<file path="src/rtl/slide_switch_debounce.sv">
// Per-bit synchronizer and debouncer for slide switches, with registered
// rise/fall pulses and a sticky "any switch changed" flag.
module slide_switch_debounce #(
  parameter int unsigned WIDTH           = 16,
  parameter int unsigned SYNC_STAGES     = 2,
  parameter int unsigned DEBOUNCE_CYCLES = 1000000
) (
  input  logic             clk,
  input  logic             resetn,
  input  logic [WIDTH-1:0] sw_in,
  output logic [WIDTH-1:0] sw_out,
  output logic [WIDTH-1:0] sw_rise,
  output logic [WIDTH-1:0] sw_fall,
  output logic             changed,
  input  logic             changed_clr
);

  localparam int unsigned CNT_W =
    ($clog2(DEBOUNCE_CYCLES) > 0) ? $clog2(DEBOUNCE_CYCLES) : 1;
  localparam logic [CNT_W-1:0] CNT_MAX = CNT_W'(DEBOUNCE_CYCLES - 1);

  logic [WIDTH-1:0] r_sync [SYNC_STAGES];
  logic [CNT_W-1:0] r_cnt  [WIDTH];
  logic [WIDTH-1:0] r_out;
  logic [WIDTH-1:0] r_rise;
  logic [WIDTH-1:0] r_fall;
  logic             r_changed;

  logic [WIDTH-1:0] w_sync;
  logic [WIDTH-1:0] w_upd;
  logic             w_any_pulse;

  assign w_sync      = r_sync[SYNC_STAGES-1];
  assign w_any_pulse = |(r_rise | r_fall);

  // Plain flop chain per bit; no logic between stages.
  always_ff @(posedge clk or negedge resetn) begin
    if (!resetn) begin
      for (int s = 0; s < int'(SYNC_STAGES); s++) begin
        r_sync[s] <= '0;
      end
    end else begin
      r_sync[0] <= sw_in;
      for (int s = 1; s < int'(SYNC_STAGES); s++) begin
        r_sync[s] <= r_sync[s-1];
      end
    end
  end

  // A bit is accepted once its differing level has been seen DEBOUNCE_CYCLES times in a row.
  always_comb begin
    w_upd = '0;
    for (int i = 0; i < int'(WIDTH); i++) begin
      w_upd[i] = (w_sync[i] != r_out[i]) && (r_cnt[i] == CNT_MAX);
    end
  end

  always_ff @(posedge clk or negedge resetn) begin
    if (!resetn) begin
      for (int i = 0; i < int'(WIDTH); i++) begin
        r_cnt[i] <= '0;
      end
    end else begin
      for (int i = 0; i < int'(WIDTH); i++) begin
        if ((w_sync[i] == r_out[i]) || w_upd[i]) begin
          r_cnt[i] <= '0;
        end else begin
          r_cnt[i] <= r_cnt[i] + CNT_W'(1);
        end
      end
    end
  end

  always_ff @(posedge clk or negedge resetn) begin
    if (!resetn) begin
      r_out  <= '0;
      r_rise <= '0;
      r_fall <= '0;
    end else begin
      r_out  <= r_out ^ w_upd;
      r_rise <= w_upd & w_sync;
      r_fall <= w_upd & ~w_sync;
    end
  end

  // Set follows a pulse cycle and beats a coincident clear.
  always_ff @(posedge clk or negedge resetn) begin
    if (!resetn) begin
      r_changed <= 1'b0;
    end else if (w_any_pulse) begin
      r_changed <= 1'b1;
    end else if (changed_clr) begin
      r_changed <= 1'b0;
    end
  end

  assign sw_out  = r_out;
  assign sw_rise = r_rise;
  assign sw_fall = r_fall;
  assign changed = r_changed;

endmodule

</file>
<file path="config.mk">
export PLATFORM = sky130hd
export DESIGN_NAME = slide_switch_debounce
export DESIGN_NICKNAME = d
export VERILOG_FILES = /design/src/rtl/slide_switch_debounce.sv
export SDC_FILE = /design/constraint.sdc
export NUM_CORES = 1
export LEC_CHECK = 0
export ABC_AREA = 1
export BUFFER_PORTS_ARGS = -buffer_cell sky130_fd_sc_hd__clkbuf_2
export CORE_ASPECT_RATIO = 1.5
export CORE_MARGIN = 8
export CORE_UTILIZATION = 55
export CTS_BUF_LIST = sky130_fd_sc_hd__clkbuf_4
export CTS_CLUSTER_DIAMETER = 200
export DETAILED_ROUTE_END_ITERATION = 12
export GPL_ROUTABILITY_DRIVEN = 1
export PLACE_DENSITY = 0.84
export SLEW_MARGIN = 0
export SYNTH_ARGS = -nofsm -noshare
export SYNTH_HDL_FRONTEND = slang
export SYNTH_SLANG_ARGS = --single-unit
</file>
<file path="constraint.sdc">
create_clock -name clk -period 1.6 [get_ports clk]
set_clock_uncertainty 0.05 [all_clocks]
set_input_delay 0.08 -clock clk [delete_from_list [all_inputs] [get_ports clk]]
set_output_delay 0.08 -clock clk [all_outputs]
set_load 0.005 [all_outputs]
</file>
==> metrics.md, run 1 <==
| Metric | Value |
|---|---|
| WP buf/inv | 1 |
| Most common cell after layout, fill and taps aside | nor2_1 |
| Worst Path Required | 2.18 ns |
| Nature of the critical path endpoint | register |
| Core Region | 37400 µm² |
| Critical Path Most Common Cell | nand3_1 |
| Most frequent cells in the layout | nor2_1 (786), nand2_1 (616), dfrtp_1 (400) |
| Area grow syn2layout | 14.8% |
| Layout cell share with drive strength beyond 1 | between 10% and 20% |
| Min Tclk post-route | about 1.6 ns |
| Internal power | 14.6 mW |
| Die Ht | 254 µm |
| Synth Warn # | 0 |
| Min-delay worst type | in -> reg |
| CTS Buf Count | 95 |
| Switching Power | 4.75 mW |
| Asr flop ratio synth | between 90% and 100% |
| Metal-1 WL | approximately 17000 µm |
| Vias | 17800 |
| Worst path max stage delay | approximately 0.36 ns |
| Htree depth | 3 |
| Rel. slew slack | about three fifths |
| Outcome | complete, no violations |
| Finished Core Util | 63.9% |
| Post-synthesis instance area | approximately 21000 µm² |
| Crit path max-delay family | simple AND/OR/NAND/NOR gates |
| Clk network pwr share | between 40% and 50% |
| Worst slack at placement | about 0.00014 ns |
| Initial antenna violation count | 3 |
| CTS root buffer | clkbuf_4 |
| PwrDens | 807 nW/µm² |
| RePlAce Congestion | ~0.94 |
| Combinational share of power | under 10% |
| Critical R2R Launch | r_cnt[60] |
| Final setup viols | 0 |
| Maxcap violations | 0 |
| Mapped Avg Cell Area | just under 8 µm² |
| Final Power | 19.3 mW |
| Reg clk slew, reported paths | ~0.070 ns |
| Cell row count | between 80 and 90 |
| Chip width | approximately 170 µm |
| Routed WL | ~46000 µm |
| Initial drt markers | ~930 |
| GRT Util Overall | 20.4% |
| Hold_ws | 0.149 ns |
| Hold Path Origin | changed_clr |
| Nets@finish | a little under 3000 |
| Global-route wire length before repair | ~77000 µm |
| RSZ-0062 raised after global routing | yes |
| Initial Util | about 56% |
| Post-synthesis sequential area ratio | approximately 48% |
| Leak pwr | 10.6 nW |
| WL met2 | around 25000 µm |
| Vias in the first global route | between 15000 and 20000 |
| Routed Antenna Nets | 0 |
| Final setup TNS | 0 ns |
| Synth unique cells | 27 |
| CP max-delay cell | dfrtp_1 |
| Placed Cells | between 3000 and 4000 |
| Uppermost layer routed | met5 |
| Peak supply drop | 0.608 mV |
| Net Sw Frac | 24.6% |
| Final hold vios | 0 |
| Die area | 44500 µm² |
| CP arrival | 2.13 ns |
| Vias per cell | approximately 5 |
| Largest net degree at the start of global routing | 54 |
| Gate Count Post-Synth | approximately 2700 |
| First-pass DRT Iterations | 8 |
| I/O pins | slightly below 70 |
| Wire per inst | approximately 13 µm |
| Maximum buffer depth of the clock tree | 3 |
| CP Launch Point | r_cnt[60] |
| Crit-path cells | ha_1 -> nand3_1 -> nor2_4 -> buf_4 -> nand3_1 -> xor2_1 -> nor2_1 |
| Layout Cells excl Fill | around 3500 |
| Sink Count | 401 |
| Final Cycle Share | between 90% and 100% |
| Syn_nets | between 2000 and 3000 |
| Number of synthesized flops with an enable pin | 0 |
| Placed Area | between 20000 and 25000 µm² |
| CTS tree | done |
| Later-pin clock latency in the skew report | between 0.7 and 0.8 ns |
| Hpwl dp | around 32000 µm |
| Setup CP Type | reg -> reg |
| Slew Limit Fails | 0 |
| WL met3 | roughly 1800 µm |
| Worst Setup Start Kind | register |
| Yosys reg bits | approximately 400 |
| Remaining DRCs | 0 |
| Crit path max fanout | 3 |
| Number of I/O port buffers | 67 |
| Slew @ Worst Pin | approximately 0.62 ns |
| Max Freq | approximately 0.64 GHz |
| Top_reg_cell synth | dfrtp_1 |
| Flop pwr share | ~54% |
| Slack of the critical path | around 0.046 ns |
| Fin area | around 24000 µm² |
| Gr ovfl total | 0 |
==> area by class of cell <==
type | count | area, µm²
timing repair buffer | 144 | 1140
multi-input combinational | 2008 | 9960
sequential | 401 | 10000
antenna | 2 | 5.00
inverter | 268 | 1010
fill | 3065 | 13500
clock inverter | 45 | 239
tap | 489 | 612
clock buffer | 124 | 931
==> routing by layer <==
metal  GRT usage, %  up-vias
met2           39.2      426
met4           11.3        2
met3           3.64      149
met5              0        -
li1               -     8807
met1           20.4     8415
==> state kept, by name, indices dropped and copies added, names as in the netlist, named ones only <==
name,cells
changed,1
r_cnt,320
r_sync,16
sw_fall,16
sw_rise,16
w_sync,16
==> power groups by stage <==
stage / Sequential [mW] / Clock (mW) / Combinational [mW]
2_1_floorplan: 10.6 / 0 / 0.361
3_3_place_gp: 10.6 / 0 / 0.706
3_5_place_dp: 10.6 / 0 / 0.740
4_1_cts: 10.4 / 8.41 / 0.825
5_1_grt: 10.4 / 8.93 / 0.975
6_report: 10.4 / 8.06 / 0.856
==> synth_stat cells, types with 5 or more instances <==
cell type,n,area share (%)
nor2_1,797,14
nand2_1,624,11
dfrtp_1,401,48
inv_1,267,4.8
nand3_1,186,4.5
xor2_1,121,5.1
xnor2_1,77,3.2
nand4_1,36,1.1
a21oi_1,27,0.65
nor2_2,18,0.54
nor3_1,18,0.43
ha_1,16,0.96
nand2_4,15,0.81
nor2_4,13,0.70
buf_6,12,0.65
o21bai_1,12,0.43
nand3_2,11,0.53
nand3_4,11,0.92
o21ai_0,10,0.24
nand2_2,5,0.15
==> worst min-delay path: stages <==
cell and delay (ns):
dlygate4sd3_1 0.55, clkbuf_2 0.10, inv_1 0.04, a21oi_1 0.05, nand4_1 0.08
==> worst paths after layout <==
path	depth (start not counted)	to	slack [ns]
max	7	r_cnt[74]	0.05
min	5	changed	0.15
max reg2reg	7	r_cnt[74]	0.05
min reg2reg	0	w_sync[9]	0.30
max in group asynchronous	4	r_sync[29]	0.64
min in group asynchronous	4	r_cnt[164]	0.47
==> cells by family (layout without fill, tap and decap cells) <==
kind of cell	after synthesis	after routing	share of synthesized area, %
and+or+nand+nor	1739	1744	35.4
DFF	401	401	48.2
xor gates and xnor gates	198	198	8.32
other	0	2	0
adders and majority gates	16	16	0.961
buffers and inverters	285	581	5.77
AOI/OAI and AO/OA	50	50	1.35
==> timing repair <==
item | 4_1_cts | 5_1_grt
cloned | 0 | 5
endpoints found under the hold margin | 418 | 0
endpoints found under the setup margin | 11 | 232
buffers inserted | 0 | 4
hold buffers | 36 | 0
pin swaps | 0 | 16
resized for setup | 3 | 58
(Power assumes the default switching activity.)
==> run 2: changes to the inputs <==
- ABC_AREA: 1 -> not set
- CTS_CLUSTER_SIZE: not set -> 24
==> metrics.md, run 2 <==
| Metric | Value |
|---|---|
| Initial drt markers | 1919 (was 929) |
| Yosys reg bits | 401 (unchanged) |
| Layout cell share with drive strength beyond 1 | 48.7% (was 12.1%) |
| Final Cycle Share | 140% (was 97.2%) |
| PwrDens | 570 nW/µm² (was 807 nW/µm²) |
| Vias per cell | 6.52 (was 5.11) |
| Worst slack at placement | -0.540 ns (was 0.000139 ns) |
| Reg clk slew, reported paths | 0.28 ns (was 0.07 ns) |
| RSZ-0062 raised after global routing | yes (unchanged) |
| Post-synthesis instance area | 18600 µm² (was 20800 µm²) |
| Combinational share of power | 9.4% (was 4.4%) |
| Worst path max stage delay | 0.46 ns (was 0.36 ns) |
| Htree depth | 1 (was 3) |
| CTS Buf Count | 20 (was 95) |
| Finished Core Util | 82.9% (was 63.9%) |
| Most common cell in the netlist | dfrtp_1 (was nor2_1) |
| Routed Antenna Nets | 0 (unchanged) |
| Synth top cells by count | dfrtp_1 (401), nor2_1 (238), xnor2_1 (126), nand3_1 (109), nand2_1 (95) (was nor2_1 (797), nand2_1 (624), dfrtp_1 (401), inv_1 (267), nand3_1 (186)) |
| Initial Util | 55.6% (about the same) |
| Hpwl dp | 33000 µm (was 32100 µm) |
| Mapped Avg Cell Area | 10.2 µm² (was 7.75 µm²) |
| Post-synthesis sequential area ratio | 54.1% (was 48.2%) |
| Violated checks | negative setup slack |
| Worst Path Required | 2.32 ns (was 2.18 ns) |
| Max Freq | 0.445 GHz (was 0.643 GHz) |
| FF-to-FF path depth | 6 (was 7) |
| Most frequent cells in the layout | buf_4 (521), dfrtp_1 (380), xnor2_1 (123) (was nor2_1 (786), nand2_1 (616), dfrtp_1 (400)) |
| Vias in the first global route | 19400 (was 17800) |
| Top reg by flops | r_cnt (unchanged) |
| Top cell type's share of synthesized area | 54.1% (was 48.2%) |
| Sink Count | 401 (unchanged) |
| Mux contribution to synthesized area | 1.15% (was 0%) |
| Adder-cell area share of the yosys netlist | 1.08% (was 0.961%) |
| Outcome | complete, but fails checks (was complete, no violations) |
| CP arrival | 2.97 ns (was 2.13 ns) |
| Maximum buffer depth of the clock tree | 3 (unchanged) |
| Clk network pwr share | 24.3% (was 41.7%) |
| Flop pwr share | 66.4% (was 53.8%) |
| Setup CP Type | reg -> reg (unchanged) |
| Number of synthesized flops with an enable pin | 0 (unchanged) |
| Core Region | 33300 µm² (was 37400 µm²) |
| CP max-delay cell | dfrtp_1 (unchanged) |
| Final setup viols | 373 (was 0) |
| Largest net degree at the start of global routing | 77 (was 54) |
| Leak pwr | 11.6 nW (was 10.6 nW) |
| Internal power | 11.6 mW (was 14.6 mW) |
| Routed WL | 72500 µm (was 45500 µm) |
| Critical R2R Launch | r_cnt[246] (was r_cnt[60]) |
| CTS tree | done (unchanged) |
| Nets@finish | 2564 (was 2953) |
| First-pass DRT Iterations | 7 (was 8) |
| Syn_nets | 1853 (was 2724) |
| Top_reg_cell synth | dfrtp_1 (unchanged) |
| Min Tclk post-route | 2.25 ns (was 1.55 ns) |
| Synth area leaders | dfrtp_1 (54%), xnor2_1 (5.9%), nor2_1 (4.8%), xor2_1 (4.0%), nand3_1 (2.9%) (was dfrtp_1 (48%), nor2_1 (14%), nand2_1 (11%), xor2_1 (5.1%), inv_1 (4.8%)) |
| Switching Power | 4.14 mW (was 4.75 mW) |
| I/O pins | 68 (unchanged) |
| Reg-to-Reg End | r_cnt[259] (was r_cnt[74]) |
| Later-pin clock latency in the skew report | 0.87 ns (was 0.78 ns) |
| Nature of the critical path endpoint | register (unchanged) |
| Number of I/O port buffers | 67 (unchanged) |
| Compound-gate portion of the synthesized area | 6.57% (was 1.35%) |
| Slack of the critical path | -0.647 ns (was 0.0456 ns) |
| Die area | 40000 µm² (was 44500 µm²) |
| Critical Path Most Common Cell | buf_4 (was nand3_1) |
| GRT Util Overall | 28.3% (was 20.4%) |
| Initial antenna violation count | 5 (was 3) |
| Chip width | 166 µm (was 175 µm) |
| Most common cell after layout, fill and taps aside | buf_4 (was nor2_1) |
| Hold depth | 5 (unchanged) |
| Global-route wire length before repair | 93900 µm (was 76600 µm) |
| Gate Count Post-Synth | 1818 (was 2689) |
| Area grow syn2layout | 48.9% (was 14.8%) |
| Vias | 19300 (was 17800) |
| Slew Limit Fails | 0 (unchanged) |
| Slew @ Worst Pin | 0.740 ns (was 0.617 ns) |
| RePlAce Congestion | 0.892 (was 0.940) |
| Post-synth top area cell | dfrtp_1 (unchanged) |
| Die Ht | 241 µm (was 254 µm) |
| Min-delay worst type | in -> reg (unchanged) |
| Gr ovfl total | 0 (unchanged) |
| Crit path max fanout | 3 (unchanged) |
| Final hold vios | 0 (unchanged) |
| Peak supply drop | 0.787 mV (was 0.608 mV) |
| Synth unique cells | 46 (was 27) |
| Cell row count | 82 (was 87) |
| Synth Area in XOR/XNOR | 9.96% (was 8.32%) |
| Rel. slew slack | 50.5% (was 58.8%) |
| Crit-path cells | nand4_1 -> buf_4 -> buf_4 -> nor4_2 -> nand4b_1 -> a21oi_1 (was ha_1 -> nand3_1 -> nor2_4 -> buf_4 -> nand3_1 -> xor2_1 -> nor2_1) |
| Net Sw Frac | 26.3% (was 24.6%) |
| Synth Warn # | 0 (unchanged) |
| Post-Synth Simple-Gate Area | 25.0% (was 35.4%) |
| Remaining DRCs | 0 (unchanged) |
| Hold_ws | 0.216 ns (was 0.149 ns) |
| Worst Setup Start Kind | register (unchanged) |
| Main combinational cell family by area after synthesis | simple AND/OR/NAND/NOR gates (unchanged) |
| End of the critical path | r_cnt[259] (was r_cnt[74]) |
| Asr flop ratio synth | 100% (unchanged) |
| Reg2Reg Setup Slack | -0.65 ns (was 0.05 ns) |
| CP Launch Point | r_cnt[246] (was r_cnt[60]) |
| Wire per inst | 24.6 µm (was 13.1 µm) |
| Max FFs per register | 320 (unchanged) |
| CTS root buffer | clkbuf_4 (unchanged) |
| Maxcap violations | 0 (unchanged) |
## run 2: changes by cell type after synthesis, sizes merged, moves of 49 or more
cell / change
a21oi: +65
nor4: +51
nand2: -549
nor2: -590
inv: -213
or4: +61
nand3: -99
xnor2: +49
or3: +62
## run 2: worst max-delay path: cells and delay by family (launching register included)
kind / cells / cell delay, ns
simple gates: 3 / 0.91
flops: 1 / 0.46
compound gates: 1 / 0.44
buf+inv: 2 / 0.32
## run 2: logic make-up (layout without fill, tap and decap cells)
family	after synthesis	in the layout
and+or+nand+nor	868	868
xor gates and xnor gates	211	211
other	0	3
adders and majority gates	16	16
DFF	401	401
muxes	19	19
buffers and inverters	101	812
AOI/OAI and AO/OA	202	202
## run 2: how the worst min path moves through the flow
stage,startpoint,to,slack (ns)
3_3_place_gp,resetn,r_sync[23],-0.07
5_1_grt,changed_clr,changed,0.30
3_5_place_dp,resetn,r_sync[23],-0.07
2_1_floorplan,resetn,asynchronous set/reset pin,-0.27
6_report,changed_clr,changed,0.22
4_1_cts,changed_clr,changed,0.20
## run 2: final cells by class
cell class / instances / area, µm²
well taps: 420 / 526
fillers: 1435 / 5720
inverters: 55 / 206
multi-input cells: 1316 / 10500
repair buffers: 735 / 6180
clock buffers: 21 / 158
clock inverters: 1 / 8.76
diodes: 3 / 7.51
flip-flops and latches: 401 / 10100
## run 2: metal layers
| metal | vias up | track usage, % | part of all wire (%) |
|---|---|---|---|
| met1 | 9486 | 28.4 | 33 |
| met4 | 4 | 17.2 | 9.3 |
| met5 | - | 0 | 0.034 |
| li1 | 7881 | - | - |
| met3 | 585 | 4.13 | 7.6 |
| met2 | 1303 | 54.7 | 50 |
## run 2: per-stage QoR
stage	power (mW)	instance area, µm²	setup TNS (ns)	instances
3_5_place_dp	11.5	23500	-64.37	2728
3_3_place_gp	11.4	23500	-49.20	2728
2_1_floorplan	10.9	19300	-38.42	1818
5_1_grt	16.2	27600	-133.05	2950
4_1_cts	15.4	26100	-74.03	2886
6_report	15.7	27600	-121.92	2952
## run 2: timing repair
action | CTS | global route
setup buffers | 83 | 75
endpoints found under the hold margin | 418 | 0
hold buffers | 36 | 0
resized for setup | 269 | 341
endpoints found under the setup margin | 370 | 387
gates cloned | 21 | 3
pin swaps | 112 | 99
## run 2: power by group through the flow
| stage | clock network (mW) | registers [mW] | logic (mW) |
|---|---|---|---|
| after floorplan | 0 | 10.6 | 0.350 |
| after global placement | 0 | 10.6 | 0.862 |
| after detailed placement | 0 | 10.6 | 0.900 |
| after CTS | 3.66 | 10.4 | 1.30 |
| after global routing | 4.12 | 10.5 | 1.57 |
| final | 3.82 | 10.5 | 1.48 |
==> run 3: changes to the inputs <==
- CELL_PAD_IN_SITES_DETAIL_PLACEMENT: not set -> 1
- CELL_PAD_IN_SITES_GLOBAL_PLACEMENT: not set -> 1
- CORE_UTILIZATION: 55 -> 46
- PLACE_DENSITY: 0.84 -> 0.87
- SKIP_LAST_GASP: not set -> 1
==> metrics.md, run 3 (same netlist as run 2, synthesis figures left out) <==
| Metric | Value |
|---|---|
| Critical R2R Launch | r_cnt[106] (was r_cnt[246]) |
| Max FFs per register | 320 (unchanged) |
| Remaining DRCs | 0 (unchanged) |
| Fin area | 28700 µm² (was 27600 µm²) |
| Worst path depth | 6 (unchanged) |
| Max Freq | 0.368 GHz (was 0.445 GHz) |
| Initial drt markers | 2279 (was 1919) |
| Final hold vios | 0 (unchanged) |
| Largest net degree at the start of global routing | 54 (was 77) |
| Die area | 47200 µm² (was 40000 µm²) |
| Core Region | 40000 µm² (was 33300 µm²) |
| Worst Setup Start Kind | register (unchanged) |
| Wire per inst | 36.3 µm (was 24.6 µm) |
| Htree depth | 1 (unchanged) |
| Violated checks | negative setup slack (unchanged) |
| Most common cell after layout, fill and taps aside | buf_4 (unchanged) |
| Slew Limit Fails | 0 (unchanged) |
| Min-delay worst type | in -> async (was in -> reg) |
| Sink Count | 401 (unchanged) |
| Leak pwr | 11.8 nW (was 11.6 nW) |
| Later-pin clock latency in the skew report | 1.04 ns (was 0.87 ns) |
| CP Launch Point | r_cnt[106] (was r_cnt[246]) |
| Most frequent cells in the layout | buf_4 (521), dfrtp_1 (393), xnor2_1 (122) (was buf_4 (521), dfrtp_1 (380), xnor2_1 (123)) |
| Cell row count | 90 (was 82) |
| Vias in the first global route | 22000 (was 19400) |
| Nature of the critical path endpoint | register (unchanged) |
| Vias | 21300 (was 19300) |
| CP max-delay cell | nor2_1 (was dfrtp_1) |
| Initial Util | 46.4% (was 55.6%) |
| Maxcap violations | 0 (unchanged) |
| FF-to-FF path depth | 6 (unchanged) |
| GRT Util Overall | 35.4% (was 28.3%) |
| Routed WL | 111000 µm (was 72500 µm) |
| Hold_ws | 0.0854 ns (was 0.216 ns) |
| Placed Area | 23700 µm² (was 23500 µm²) |
| Number of I/O port buffers | 67 (unchanged) |
| CTS tree | done (unchanged) |
| Setup CP Type | reg -> reg (unchanged) |
| Fill cells | 3994 (was 1435) |
| Crit path max fanout | 4 (was 3) |
| CP arrival | 3.55 ns (was 2.97 ns) |
| Die Ht | 262 µm (was 241 µm) |
| Area grow syn2layout | 54.4% (was 48.9%) |
| Vias per cell | 6.97 (was 6.52) |
| Initial antenna violation count | 12 (was 5) |
| RSZ-0062 raised after global routing | yes (unchanged) |
| Finished Core Util | 71.7% (was 82.9%) |
| Crit-path cells | buf_4 -> nand4_1 -> buf_4 -> nor4_1 -> xnor2_1 -> nor2_1 (was nand4_1 -> buf_4 -> buf_4 -> nor4_2 -> nand4b_1 -> a21oi_1) |
| Crit path max-delay family | simple AND/OR/NAND/NOR gates (unchanged) |
| First-pass DRT Iterations | 6 (was 7) |
| Min Tclk post-route | 2.71 ns (was 2.25 ns) |
| Reg clk slew, reported paths | 0.34 ns (was 0.28 ns) |
| Final setup TNS | -184.43 ns (was -121.92 ns) |
| Worst path max stage delay | 0.53 ns (was 0.46 ns) |
| Uppermost layer routed | met5 (unchanged) |
| Worst Path Required | 2.44 ns (was 2.32 ns) |
| Layout cell share with drive strength beyond 1 | 50.1% (was 48.7%) |
| Top reg by flops | r_cnt (unchanged) |
| Slew @ Worst Pin | 1.00 ns (was 0.740 ns) |
| WP buf/inv | 2 (unchanged) |
| Hpwl dp | 44400 µm (was 33000 µm) |
| Rel. slew slack | 32.6% (was 50.5%) |
| Gr ovfl total | 0 (unchanged) |
| I/O pins | 68 (unchanged) |
| Final setup viols | 414 (was 373) |
| Critical Path Most Common Cell | buf_4 (unchanged) |
| PwrDens | 578 nW/µm² (was 570 nW/µm²) |
| Outcome | complete, but fails checks (unchanged) |
| CTS Buf Count | 20 (unchanged) |
| Slack of the critical path | -1.11 ns (was -0.647 ns) |
| WL met3 | 10600 µm (was 5530 µm) |
| Maximum buffer depth of the clock tree | 3 (unchanged) |
| Nets@finish | 2572 (was 2564) |
| CTS root buffer | clkbuf_4 (unchanged) |
| Chip width | 180 µm (was 166 µm) |
| Final Cycle Share | 170% (was 140%) |
| Peak supply drop | 1.01 mV (was 0.787 mV) |
| Metal-1 WL | 35200 µm (was 23800 µm) |
| Routed Antenna Nets | 0 (unchanged) |
| WL met2 | 52400 µm (was 36500 µm) |
| RePlAce Congestion | 0.849 (was 0.892) |
| Global-route wire length before repair | 131000 µm (was 93900 µm) |
-- run 3: cell type report --
| cell class | instances | area (µm²) | share of cell area [%] |
|---|---|---|---|
| Sequential cell | 401 | 10000 | 35.1 |
| Timing Repair Buffer | 743 | 6300 | 22.0 |
| Multi-Input combinational cell | 1316 | 11300 | 39.4 |
| Antenna cell | 7 | 17.5 | 0.0611 |
| Clock inverter | 1 | 8.76 | 0.0306 |
| Clock buffer | 21 | 158 | 0.550 |
| Inverter | 55 | 206 | 0.721 |
| Tap cell | 506 | 633 | 2.21 |
-- run 3: layer usage --
layer | GRT usage [%] | vias up
met5 | 0 | -
met2 | 64.7 | 1854
met3 | 6.25 | 968
met4 | 26.1 | 14
li1 | - | 7903
met1 | 36.2 | 10500
-- run 3: path summary, 6_finish.rpt --
check	end	slack (ns)
max	r_cnt[115]	-1.11
min reg2reg	w_sync[10]	0.35
min in group clk	changed	0.15
min	sw_fall[0]	0.09
max in group asynchronous	r_cnt[172]	0.68
max reg2reg	r_cnt[115]	-1.11
-- run 3: worst min-delay path, cell delays in order --
cell and delay (ns):
dlygate4sd3_1 0.52, dlygate4sd3_1 0.58, buf_8 0.18, buf_12 0.25
-- run 3: through the flow --
step                      std cells  setup slack (ns)  total power [mW]
after floorplan                1818            -0.514              10.9
after global placement         2822            -0.551              11.5
after detailed placement       2822            -0.603              11.6
after CTS                      2978            -0.608              15.5
after global routing           3047             -1.17              16.8
final                          3050             -1.11              16.5
-- run 3: report_power, final --
| part | switching [mW] | internal, mW |
|---|---|---|
| Sequential | 0.184 | 10.3 |
| Clock | 3.73 | 0.613 |
| Combinational | 0.978 | 0.746 |
| Total | 4.89 | 11.7 |
-- run 3: what timing repair did --
item                                    4_1_cts  5_1_grt
setup buffers                                86       67
pin swaps                                    77      159
cloned                                       12       11
endpoints found under the setup margin      390      395
gates resized for setup                     257      489
hold buffers                                 36        0
hold endpoints to repair                    418        0
